<file path="src/rtl/tmds_pkg.sv">
// Shared definitions for the TMDS lane decoder: control tokens, token-to-control
// mapping and the alignment state machine encoding.
package tmds_pkg;

    localparam logic [9:0] TokenC00 = 10'b1101010100;
    localparam logic [9:0] TokenC01 = 10'b0010101011;
    localparam logic [9:0] TokenC10 = 10'b0101010100;
    localparam logic [9:0] TokenC11 = 10'b1010101011;

    typedef enum logic {
        SEARCH,
        LOCKED
    } tmdsState_e;

    function automatic logic isControlToken(input logic [9:0] sym);
        return (sym == TokenC00) || (sym == TokenC01) ||
               (sym == TokenC10) || (sym == TokenC11);
    endfunction

    function automatic logic [1:0] tokenToC(input logic [9:0] sym);
        logic [1:0] c;
        c = 2'b00;
        case (sym)
            TokenC01: c = 2'b01;
            TokenC10: c = 2'b10;
            TokenC11: c = 2'b11;
            default:  c = 2'b00;
        endcase
        return c;
    endfunction

endpackage

</file>
<file path="src/rtl/tmds_symbol_decode.sv">
// Registered TMDS symbol decode: recognises control tokens and undoes the
// transition-minimising XOR/XNOR coding of data symbols.
module tmds_symbol_decode
    import tmds_pkg::*;
(
    input  logic       clk_pixel,
    input  logic       rst_n,
    input  logic [9:0] sym_i,
    input  logic       enable_i,
    output logic [7:0] data_o,
    output logic [1:0] c_o,
    output logic       de_o
);

    logic [7:0] data_q, data_d;
    logic [1:0] c_q, c_d;
    logic       de_q, de_d;
    logic [7:0] symData;
    logic [7:0] decoded;

    // Decode one symbol; control bits stick across data periods, and data is
    // only released while the lane is aligned.
    always_comb begin
        symData    = sym_i[9] ? ~sym_i[7:0] : sym_i[7:0];
        decoded    = '0;
        decoded[0] = symData[0];
        for (int i = 1; i < 8; i++) begin
            decoded[i] = sym_i[8] ? (symData[i] ^ symData[i-1])
                                  : ~(symData[i] ^ symData[i-1]);
        end
        c_d    = c_q;
        de_d   = 1'b0;
        data_d = '0;
        if (isControlToken(sym_i)) begin
            c_d = tokenToC(sym_i);
        end else if (enable_i) begin
            de_d   = 1'b1;
            data_d = decoded;
        end
    end

    // Output register for the decoded symbol.
    always_ff @(posedge clk_pixel or negedge rst_n) begin
        if (!rst_n) begin
            data_q <= '0;
            c_q    <= '0;
            de_q   <= 1'b0;
        end else begin
            data_q <= data_d;
            c_q    <= c_d;
            de_q   <= de_d;
        end
    end

    assign data_o = data_q;
    assign c_o    = c_q;
    assign de_o   = de_q;

endmodule

</file>
<file path="src/rtl/tmds_decoder.sv">
// One-lane TMDS receiver: slices 10-bit symbols out of the unaligned
// deserializer stream, hunts for the symbol boundary using control tokens and
// hands aligned symbols to the registered decode stage.
module tmds_decoder
    import tmds_pkg::*;
#(
    parameter int C_lock_count   = 8,
    parameter int C_search_dwell = 4096,
    parameter int C_timeout      = 65536
) (
    input  logic       clk_pixel,
    input  logic       rst_n,
    input  logic [9:0] in_word,
    output logic [7:0] out_data,
    output logic [1:0] out_c,
    output logic       out_de,
    output logic       out_locked,
    output logic [3:0] out_offset
);

    // The run counter must be able to hold the lock threshold itself.
    localparam int RunW     = $clog2(C_lock_count + 1);
    localparam int DwellW   = $clog2(C_search_dwell);
    localparam int TimeoutW = $clog2(C_timeout);

    localparam logic [RunW-1:0]     RunLock     = RunW'(C_lock_count);
    localparam logic [DwellW-1:0]   DwellLast   = DwellW'(C_search_dwell - 1);
    localparam logic [TimeoutW-1:0] TimeoutLast = TimeoutW'(C_timeout - 1);

    logic [9:0]          prev_q, sym_q, symPrev_q, slice_d;
    logic [18:0]         window;
    logic [3:0]          offset_q, offset_d, offsetNext;
    tmdsState_e          state_q, state_d;
    logic [RunW-1:0]     run_q, run_d, runNext;
    logic [DwellW-1:0]   dwell_q, dwell_d;
    logic [TimeoutW-1:0] timeout_q, timeout_d;
    logic                skip_q, skip_d;
    logic                symIsToken;
    logic                lockNext;

    assign offsetNext = (offset_q == 4'd9) ? 4'd0 : offset_q + 4'd1;
    assign symIsToken = isControlToken(sym_q);

    // Pick the 10-bit slice at the current bit offset out of the two most
    // recent words; the top window bit is never needed for offsets 0..9.
    always_comb begin
        window  = {in_word[8:0], prev_q};
        slice_d = window[9:0];
        case (offset_q)
            4'd1:    slice_d = window[10:1];
            4'd2:    slice_d = window[11:2];
            4'd3:    slice_d = window[12:3];
            4'd4:    slice_d = window[13:4];
            4'd5:    slice_d = window[14:5];
            4'd6:    slice_d = window[15:6];
            4'd7:    slice_d = window[16:7];
            4'd8:    slice_d = window[17:8];
            4'd9:    slice_d = window[18:9];
            default: slice_d = window[9:0];
        endcase
    end

    // Word history and sliced-symbol pipeline.
    always_ff @(posedge clk_pixel or negedge rst_n) begin
        if (!rst_n) begin
            prev_q    <= '0;
            sym_q     <= '0;
            symPrev_q <= '0;
        end else begin
            prev_q    <= in_word;
            sym_q     <= slice_d;
            symPrev_q <= sym_q;
        end
    end

    // Alignment FSM: count repeated tokens to lock, step the offset when the
    // dwell expires, and drop lock when tokens stop arriving.
    always_comb begin
        state_d   = state_q;
        offset_d  = offset_q;
        run_d     = run_q;
        dwell_d   = dwell_q;
        timeout_d = timeout_q;
        skip_d    = 1'b0;
        runNext   = '0;
        case (state_q)
            SEARCH: begin
                if (skip_q) begin
                    runNext = '0;
                end else if (symIsToken && (sym_q == symPrev_q)) begin
                    runNext = (run_q == RunLock) ? run_q : run_q + 1'b1;
                end else if (symIsToken) begin
                    runNext = RunW'(1);
                end
                run_d   = runNext;
                dwell_d = (dwell_q == DwellLast) ? dwell_q : dwell_q + 1'b1;
                if (runNext >= RunLock) begin
                    state_d   = LOCKED;
                    run_d     = '0;
                    dwell_d   = '0;
                    timeout_d = '0;
                end else if (dwell_q == DwellLast) begin
                    offset_d = offsetNext;
                    run_d    = '0;
                    dwell_d  = '0;
                    skip_d   = 1'b1;
                end
            end
            LOCKED: begin
                if (symIsToken) begin
                    timeout_d = '0;
                end else if (timeout_q == TimeoutLast) begin
                    state_d   = SEARCH;
                    offset_d  = offsetNext;
                    timeout_d = '0;
                    run_d     = '0;
                    dwell_d   = '0;
                    skip_d    = 1'b1;
                end else begin
                    timeout_d = timeout_q + 1'b1;
                end
            end
            default: state_d = SEARCH;
        endcase
    end

    // Alignment state and counters.
    always_ff @(posedge clk_pixel or negedge rst_n) begin
        if (!rst_n) begin
            state_q   <= SEARCH;
            offset_q  <= '0;
            run_q     <= '0;
            dwell_q   <= '0;
            timeout_q <= '0;
            skip_q    <= 1'b0;
        end else begin
            state_q   <= state_d;
            offset_q  <= offset_d;
            run_q     <= run_d;
            dwell_q   <= dwell_d;
            timeout_q <= timeout_d;
            skip_q    <= skip_d;
        end
    end

    // Gate decode with the upcoming lock state so out_de and out_locked
    // always change together.
    assign lockNext   = (state_d == LOCKED);
    assign out_locked = (state_q == LOCKED);
    assign out_offset = offset_q;

    tmds_symbol_decode uDecode (
        .clk_pixel (clk_pixel),
        .rst_n     (rst_n),
        .sym_i     (sym_q),
        .enable_i  (lockNext),
        .data_o    (out_data),
        .c_o       (out_c),
        .de_o      (out_de)
    );

endmodule

</file>
<file path="config.mk">
export PLATFORM = sky130hd
export DESIGN_NAME = tmds_decoder
export DESIGN_NICKNAME = d
export VERILOG_FILES = /design/src/rtl/tmds_pkg.sv /design/src/rtl/tmds_symbol_decode.sv /design/src/rtl/tmds_decoder.sv
export SDC_FILE = /design/constraint.sdc
export NUM_CORES = 1
export LEC_CHECK = 0
export ABC_CLOCK_PERIOD_IN_PS = 2190
export CAP_MARGIN = 5
export CORE_MARGIN = 3
export CORE_UTILIZATION = 43
export CTS_CLUSTER_SIZE = 20
export DETAILED_ROUTE_END_ITERATION = 10
export GPL_TIMING_DRIVEN = 0
export HOLD_SLACK_MARGIN = 0.12
export PLACE_DENSITY = 0.73
export SLEW_MARGIN = 30
export SYNTH_ARGS = -nofsm -noshare
export SYNTH_HDL_FRONTEND = slang
export SYNTH_HIERARCHICAL = 1
export SYNTH_SLANG_ARGS = --single-unit
</file>
<file path="constraint.sdc">
create_clock -name clk_pixel -period 2.19 [get_ports clk_pixel]
set_input_delay 0.438 -clock clk_pixel [delete_from_list [all_inputs] [get_ports clk_pixel]]
set_output_delay 0.438 -clock clk_pixel [all_outputs]
set_load 0.02 [all_outputs]
</file>
==> reports/metrics.yaml, run 1 <==
setup_path:
  crit_required_ns: 2.49
  cp-start-kind: "flop"
  crit_path_end_kind: "flop"
  crit_type: "reg -> reg"
  reg2reg_depth: 7
  arrival_ns: 2.49
  crit_fanout: 8
sta:
  fin_crit_sh: 1.00
  maxSlewHeadroom: 0.422
  fmax_mhz: 456
  layout_setup_ws_ns: -0.00352
  finalClockSkew_ns: 0.0127
  hold_slack_ns: 0.430
  drv_slew: 0
  setup_viol: 1
  hold_viol_final: 0
  rsz0062_at_grt: "true"
  tightest_slew_ns: 0.861
  fin_crit_ns: 2.19
final_layout:
  area_delta_synth_final_pct: 24.9
  drive_above_1_share: 0.202
  antenna_cells: 0
  nets: 541
  final_core_util: 0.555
  finalInstanceArea_um2: 5450
  fillerInstances: 859
  multi_input_comb_area_um2: 2430
  seq_area_um2: 1990
global_routing:
  grt_first_pass_wirelength_um: 18600
  grt_pass1_vias: 3805
  antenna_found_initial: 0
  grt_max_degree: 53
  grt.overflow.total: 0
  globalRouteTotalUtil: 0.205
floorplanning:
  design.portCount: 28
  num_rows: 36
  start_util: 0.444
  die_x_um: 107
  die_h_um: 107
  coreArea_um2: 9820
  dieArea_um2: 11400
yosys:
  synth_edf_count: 0
  synth_nets: 473
  synth_seq_cells: 79
  syn_area_per_cell_um2: 9.55
  ys_dominant_reg_cell: "dfrtp_1"
  yosys_warnings: 6
  synth.distinct_cells: 57
  synthArstFlopShare: 1.00
  synthCells: 457
  seq_area_frac_synth: 0.453
  netlist_area_um2: 4360
clock_network:
  h-tree-depth: 3
  cts.path.max_buffers: 2
  clock_latency_ns: 0.36
  cts_tree: "yes"
  clkSinkCount: 79
  cts_made_buffers: 9
  root_buffer: "clkbuf_8"
  clkSlewWorstSetupHoldPaths_ns: 0.09
placement:
  preCtsSetupSlack_ns: -0.443
  place.gp.congestion: 0.936
  hpwl_um: 7510
  port_buffers: 27
  place_area_um2: 4830
drt:
  post-route-drc-count: 0
  postRouteAntennaNets: 0
  via_per_inst: 6.03
  drt_pre_antenna_iters: 6
  vias: 3998
  wl_um: 11600
  drt_first_iter_violations: 405
  wl_per_cell_um: 17.5
worst_hold_path:
  hp-class: "reg -> reg"
  whs_path_depth: 0
pwr:
  total_power_w: 0.00278
  power_density_nw_per_um2: 509
  power.leakage_nw: 2.20
  peakVddDrop_v: 0.000265
outcome:
  violations: "negative setup slack"
  status: "complete, but fails checks"
job:
  cap_violations: 0
sequential cells by signal, summed over array words and instances, names as in the netlist:
signal and count:
uDecode/c_o 2, timeout_q 16, prev_q 10, symPrev_q 10
run_q 4, uDecode/de_o 1, dwell_q 12, skip_q 1
out_offset 4, uDecode/data_o 8, out_locked 1, sym_q 10
worst paths after layout:
path                           from            end  slack [ns]
setup / recovery           sym_q[4]  timeout_q[13]      -0.004
hold / removal             sym_q[9]   symPrev_q[9]        0.43
setup reg to reg           sym_q[4]  timeout_q[13]      -0.004
hold reg to reg            sym_q[9]   symPrev_q[9]        0.43
max in group asynchronous     rst_n       sym_q[9]        1.05
min in group asynchronous     rst_n   timeout_q[6]        0.54
metrics by stage:
stage,setup TNS (ns),std cells
finish,-0.00352,663
global route,-0.0746,663
CTS,-0.00893,645
detailed placement,-10.91,618
global placement,-170.47,617
floorplan,0,457
per-layer routing:
layer	wire [um]	global-route usage	up-vias
li1	-	-	1857
met1	5130	0.269	1920
met2	5390	0.326	180
met3	721	0.0349	41
met4	365	0.107	0
met5	0	0	-
critical path: stages, from the launching register on:
cell      delay [ns]
dfrtp_2         0.44
and4bb_1        0.33
nand4_4         0.18
a21oi_4         0.24
a31oi_4         0.15
buf_6           0.19
or4b_1          0.48
nand2_1         0.10
where the power goes:
| part | internal (W) | switching [W] |
|---|---|---|
| Combinational | 0.000111 | 0.000122 |
| Clock | 0.000446 | 0.000567 |
| Sequential | 0.00149 | 0.0000373 |
kinds of logic after synthesis:
| logic type | count (synthesis) | share of synthesized area |
|---|---|---|
| simple gates | 177 | 0.225 |
| fa+ha+maj | 4 | 0.0115 |
| buf+inv | 35 | 0.0327 |
| mux | 14 | 0.0347 |
| flops | 79 | 0.453 |
| xor+xnor | 27 | 0.0542 |
| compound gates | 121 | 0.189 |
placed cells by master (no fill, tap or decap), drive strengths merged, types with 7 or more instances in the layout:
| master | count |
|---|---|
| or3 | 10 |
| nand2 | 44 |
| a222oi | 7 |
| nor2 | 27 |
| a31oi | 12 |
| clkbuf | 26 |
| nor3 | 15 |
| buf | 39 |
| clkdlybuf4s50 | 26 |
| o21ai | 27 |
| nand2b | 9 |
| nand3 | 22 |
| dfrtp | 79 |
| a21oi | 27 |
| o31ai | 7 |
| inv | 10 |
| nand4 | 15 |
| xnor2 | 24 |
| mux2 | 9 |
timing repair:
| action | 4_1_cts | 5_1_grt |
|---|---|---|
| resized for setup | 27 | 30 |
| hold endpoints to repair | 27 | 0 |
| setup endpoints to repair | 52 | 48 |
| hold buffers | 1 | 0 |
| gates cloned | 0 | 2 |
| pin swaps | 5 | 14 |
| setup buffers | 10 | 17 |
cell usage after synthesis (all sizes together), types with 3 or more instances:
cell	number	area share
dfrtp	79	0.45
nand2	44	0.038
a21oi	27	0.032
nor2	27	0.023
o21ai	27	0.031
xnor2	24	0.048
nand3	22	0.025
clkbuf	18	0.015
nand4	15	0.024
nor3	15	0.018
a31oi	12	0.019
or3	10	0.014
inv	9	0.0077
mux2	9	0.023
nand2b	9	0.013
buf	8	0.0095
a222oi	7	0.016
a221oi	6	0.012
a22oi	6	0.010
a32oi	6	0.012
nand3b	6	0.010
nor2b	6	0.0086
o31ai	6	0.011
a22o	5	0.010
and3	5	0.0072
mux2i	5	0.011
or4b	5	0.012
ha	4	0.011
o2111ai	4	0.0080
and2	3	0.0043
nor4	3	0.011
xor2	3	0.0060
area by class of cell:
type                            count  area share
Buffer                             25      0.0252
Clock buffer                       10      0.0252
Clock inverter                      6     0.00826
Inverter                            9     0.00620
Multi-Input combinational cell    344       0.445
Sequential cell                    79       0.365
Tap cell                          133      0.0305
Timing Repair Buffer               57      0.0948
Power figures use the tool's default switching activity.
==> run 2: changes to the inputs <==
--- a/constraint.sdc
+++ b/constraint.sdc
@@ -3,2 +3,2 @@
 set_output_delay 0.438 -clock clk_pixel [all_outputs]
-set_load 0.02 [all_outputs]
+set_load 0.05 [all_outputs]
==> reports/metrics.yaml, run 2 (same netlist as run 1, synthesis figures left out) <==
clock_network:
  clkSlewWorstSetupHoldPaths_ns: 0.09
  clkSinkCount: 79
  cts_made_buffers: 9
  clock_latency_ns: 0.36
  cts.path.max_buffers: 2
  h-tree-depth: 3
  root_buffer: "clkbuf_8"
  cts_tree: "yes"
final_layout:
  fillerInstances: 854
  finalInstanceArea_um2: 5460
  area_delta_synth_final_pct: 25.1
  reg_top3: "timeout_q (16), dwell_q (12)"
  mostFrequentLayoutCell: "dfrtp_1"
  final_core_util: 0.556
  drive_above_1_share: 0.203
  largest_reg_flops: 16
  final_cell_mix: "70 x dfrtp_1, 43 x nand2_1, 27 x buf_4"
  nets: 542
  regMostFlops: "timeout_q"
  antenna_cells: 0
  final_cells: 664
outcome:
  status: "complete, but fails checks"
  violations: "negative setup slack"
drt:
  wl_um: 11600
  drt_first_iter_violations: 381
  vias: 3984
  postRouteAntennaNets: 0
  post-route-drc-count: 0
  via_per_inst: 6.00
  wl_per_cell_um: 17.4
  drt_pre_antenna_iters: 6
pwr:
  swShare: 0.266
  combPwrFrac: 0.087
  p_clk_frac: 0.365
  power_density_nw_per_um2: 511
  p_int_w: 0.00205
  total_power_w: 0.00279
  peakVddDrop_v: 0.000272
  power.leakage_nw: 2.20
  pwr-share-seq: 0.548
  netSwitchingPower_w: 0.000741
sta:
  hold_viol_final: 0
  layout_setup_ws_ns: -0.0450
  fin_setup_tns_ns: -0.0450
  drv_slew: 0
  fmax_mhz: 447
  maxSlewHeadroom: 0.461
  fin_crit_sh: 1.02
  setup_viol: 1
  tightest_slew_ns: 0.802
  rsz0062_at_grt: "true"
  finalClockSkew_ns: 0.0130
  fin_crit_ns: 2.23
setup_path:
  crit_chain: "xnor2_1 -> nand4_1 -> nor4_4 -> buf_4 -> a31oi_4 -> buf_6 -> or4b_1 -> nand2_1"
  slowest_stage: "or4b_1"
  crit_path_end_kind: "flop"
  arrival_ns: 2.53
  crit_fanout: 8
  r2r_slack_ns: -0.04
  reg2reg_depth: 8
  crit_required_ns: 2.49
  max_stage_delay_ns: 0.48
  cp-start-kind: "flop"
  crit_type: "reg -> reg"
placement:
  dpl.cell_count: 618
  port_buffers: 27
  place.gp.congestion: 0.936
  hpwl_um: 7510
  place_area_um2: 4830
floorplanning:
  num_rows: 36
  coreArea_um2: 9820
  design.portCount: 28
  start_util: 0.444
  dieArea_um2: 11400
  die_x_um: 107
  die_h_um: 107
worst_hold_path:
  whs_path_depth: 0
  hp-class: "reg -> reg"
global_routing:
  globalRouteTotalUtil: 0.205
  grt.overflow.total: 0
  grt_max_degree: 53
  grt_first_pass_wirelength_um: 18600
  grt_pass1_vias: 3805
  antenna_found_initial: 0
job:
  cap_violations: 0
[run 2: cell count changes in the layout (fill, tap and decap cells not counted), sizes merged]
cell and delta:
clkbuf +1
[run 2: metrics by stage]
| step | worst slack (ns) | hold slack (ns) |
|---|---|---|
| after global placement | -2.04 | 0.450 |
| after floorplan | 0.0409 | 0.142 |
| after global routing | -0.107 | 0.429 |
| after detailed placement | -0.443 | 0.398 |
| after CTS | -0.00893 | 0.471 |
| final | -0.0450 | 0.431 |
[run 2: area by class of cell]
type	count	area, um2	area share
multi-input cells	344	2430	0.445
plain buffers	26	143	0.0261
inverters	9	33.8	0.00619
clock buffers	10	138	0.0252
flip-flops and latches	79	1990	0.364
well taps	133	166	0.0305
repair buffers	57	517	0.0947
clock inverters	6	45.0	0.00825
[run 2: power by group through the flow]
| stage | clock [W] | combinational [W] | sequential [W] |
|---|---|---|---|
| after detailed placement | 0 | 0.000205 | 0.00156 |
| after floorplan | 0 | 0.0000992 | 0.00156 |
| after global routing | 0.00110 | 0.000264 | 0.00153 |
| after global placement | 0 | 0.000199 | 0.00156 |
| final | 0.00102 | 0.000244 | 0.00153 |
| after CTS | 0.00104 | 0.000224 | 0.00153 |
[run 2: path summary, 6_finish.rpt]
kind	startpoint	end
setup / recovery	sym_q[8]	timeout_q[13]
hold / removal	sym_q[9]	symPrev_q[9]
setup reg to reg	sym_q[8]	timeout_q[13]
hold reg to reg	sym_q[9]	symPrev_q[9]
max in group asynchronous	rst_n	sym_q[9]
min in group asynchronous	rst_n	timeout_q[9]
[run 2: what timing repair did]
action | CTS | global route
hold buffers | 1 | 0
gates resized for setup | 27 | 32
cloned | 0 | 2
buffers inserted | 10 | 17
setup endpoints to repair | 52 | 48
pin swaps | 5 | 14
hold endpoints to repair | 27 | 0
[run 2: worst max-delay path: cells and delay by family (launching register included)]
kind	cells	cell delay, ns
flops	1	0.44
compound gates	1	0.13
xor+xnor	1	0.17
buf+inv	2	0.37
simple gates	4	1.05
[run 2: layer usage]
metal / track usage / part of all wire
met5: 0 / 0
met4: 0.107 / 0.029
met3: 0.0349 / 0.065
met2: 0.326 / 0.47
met1: 0.269 / 0.44
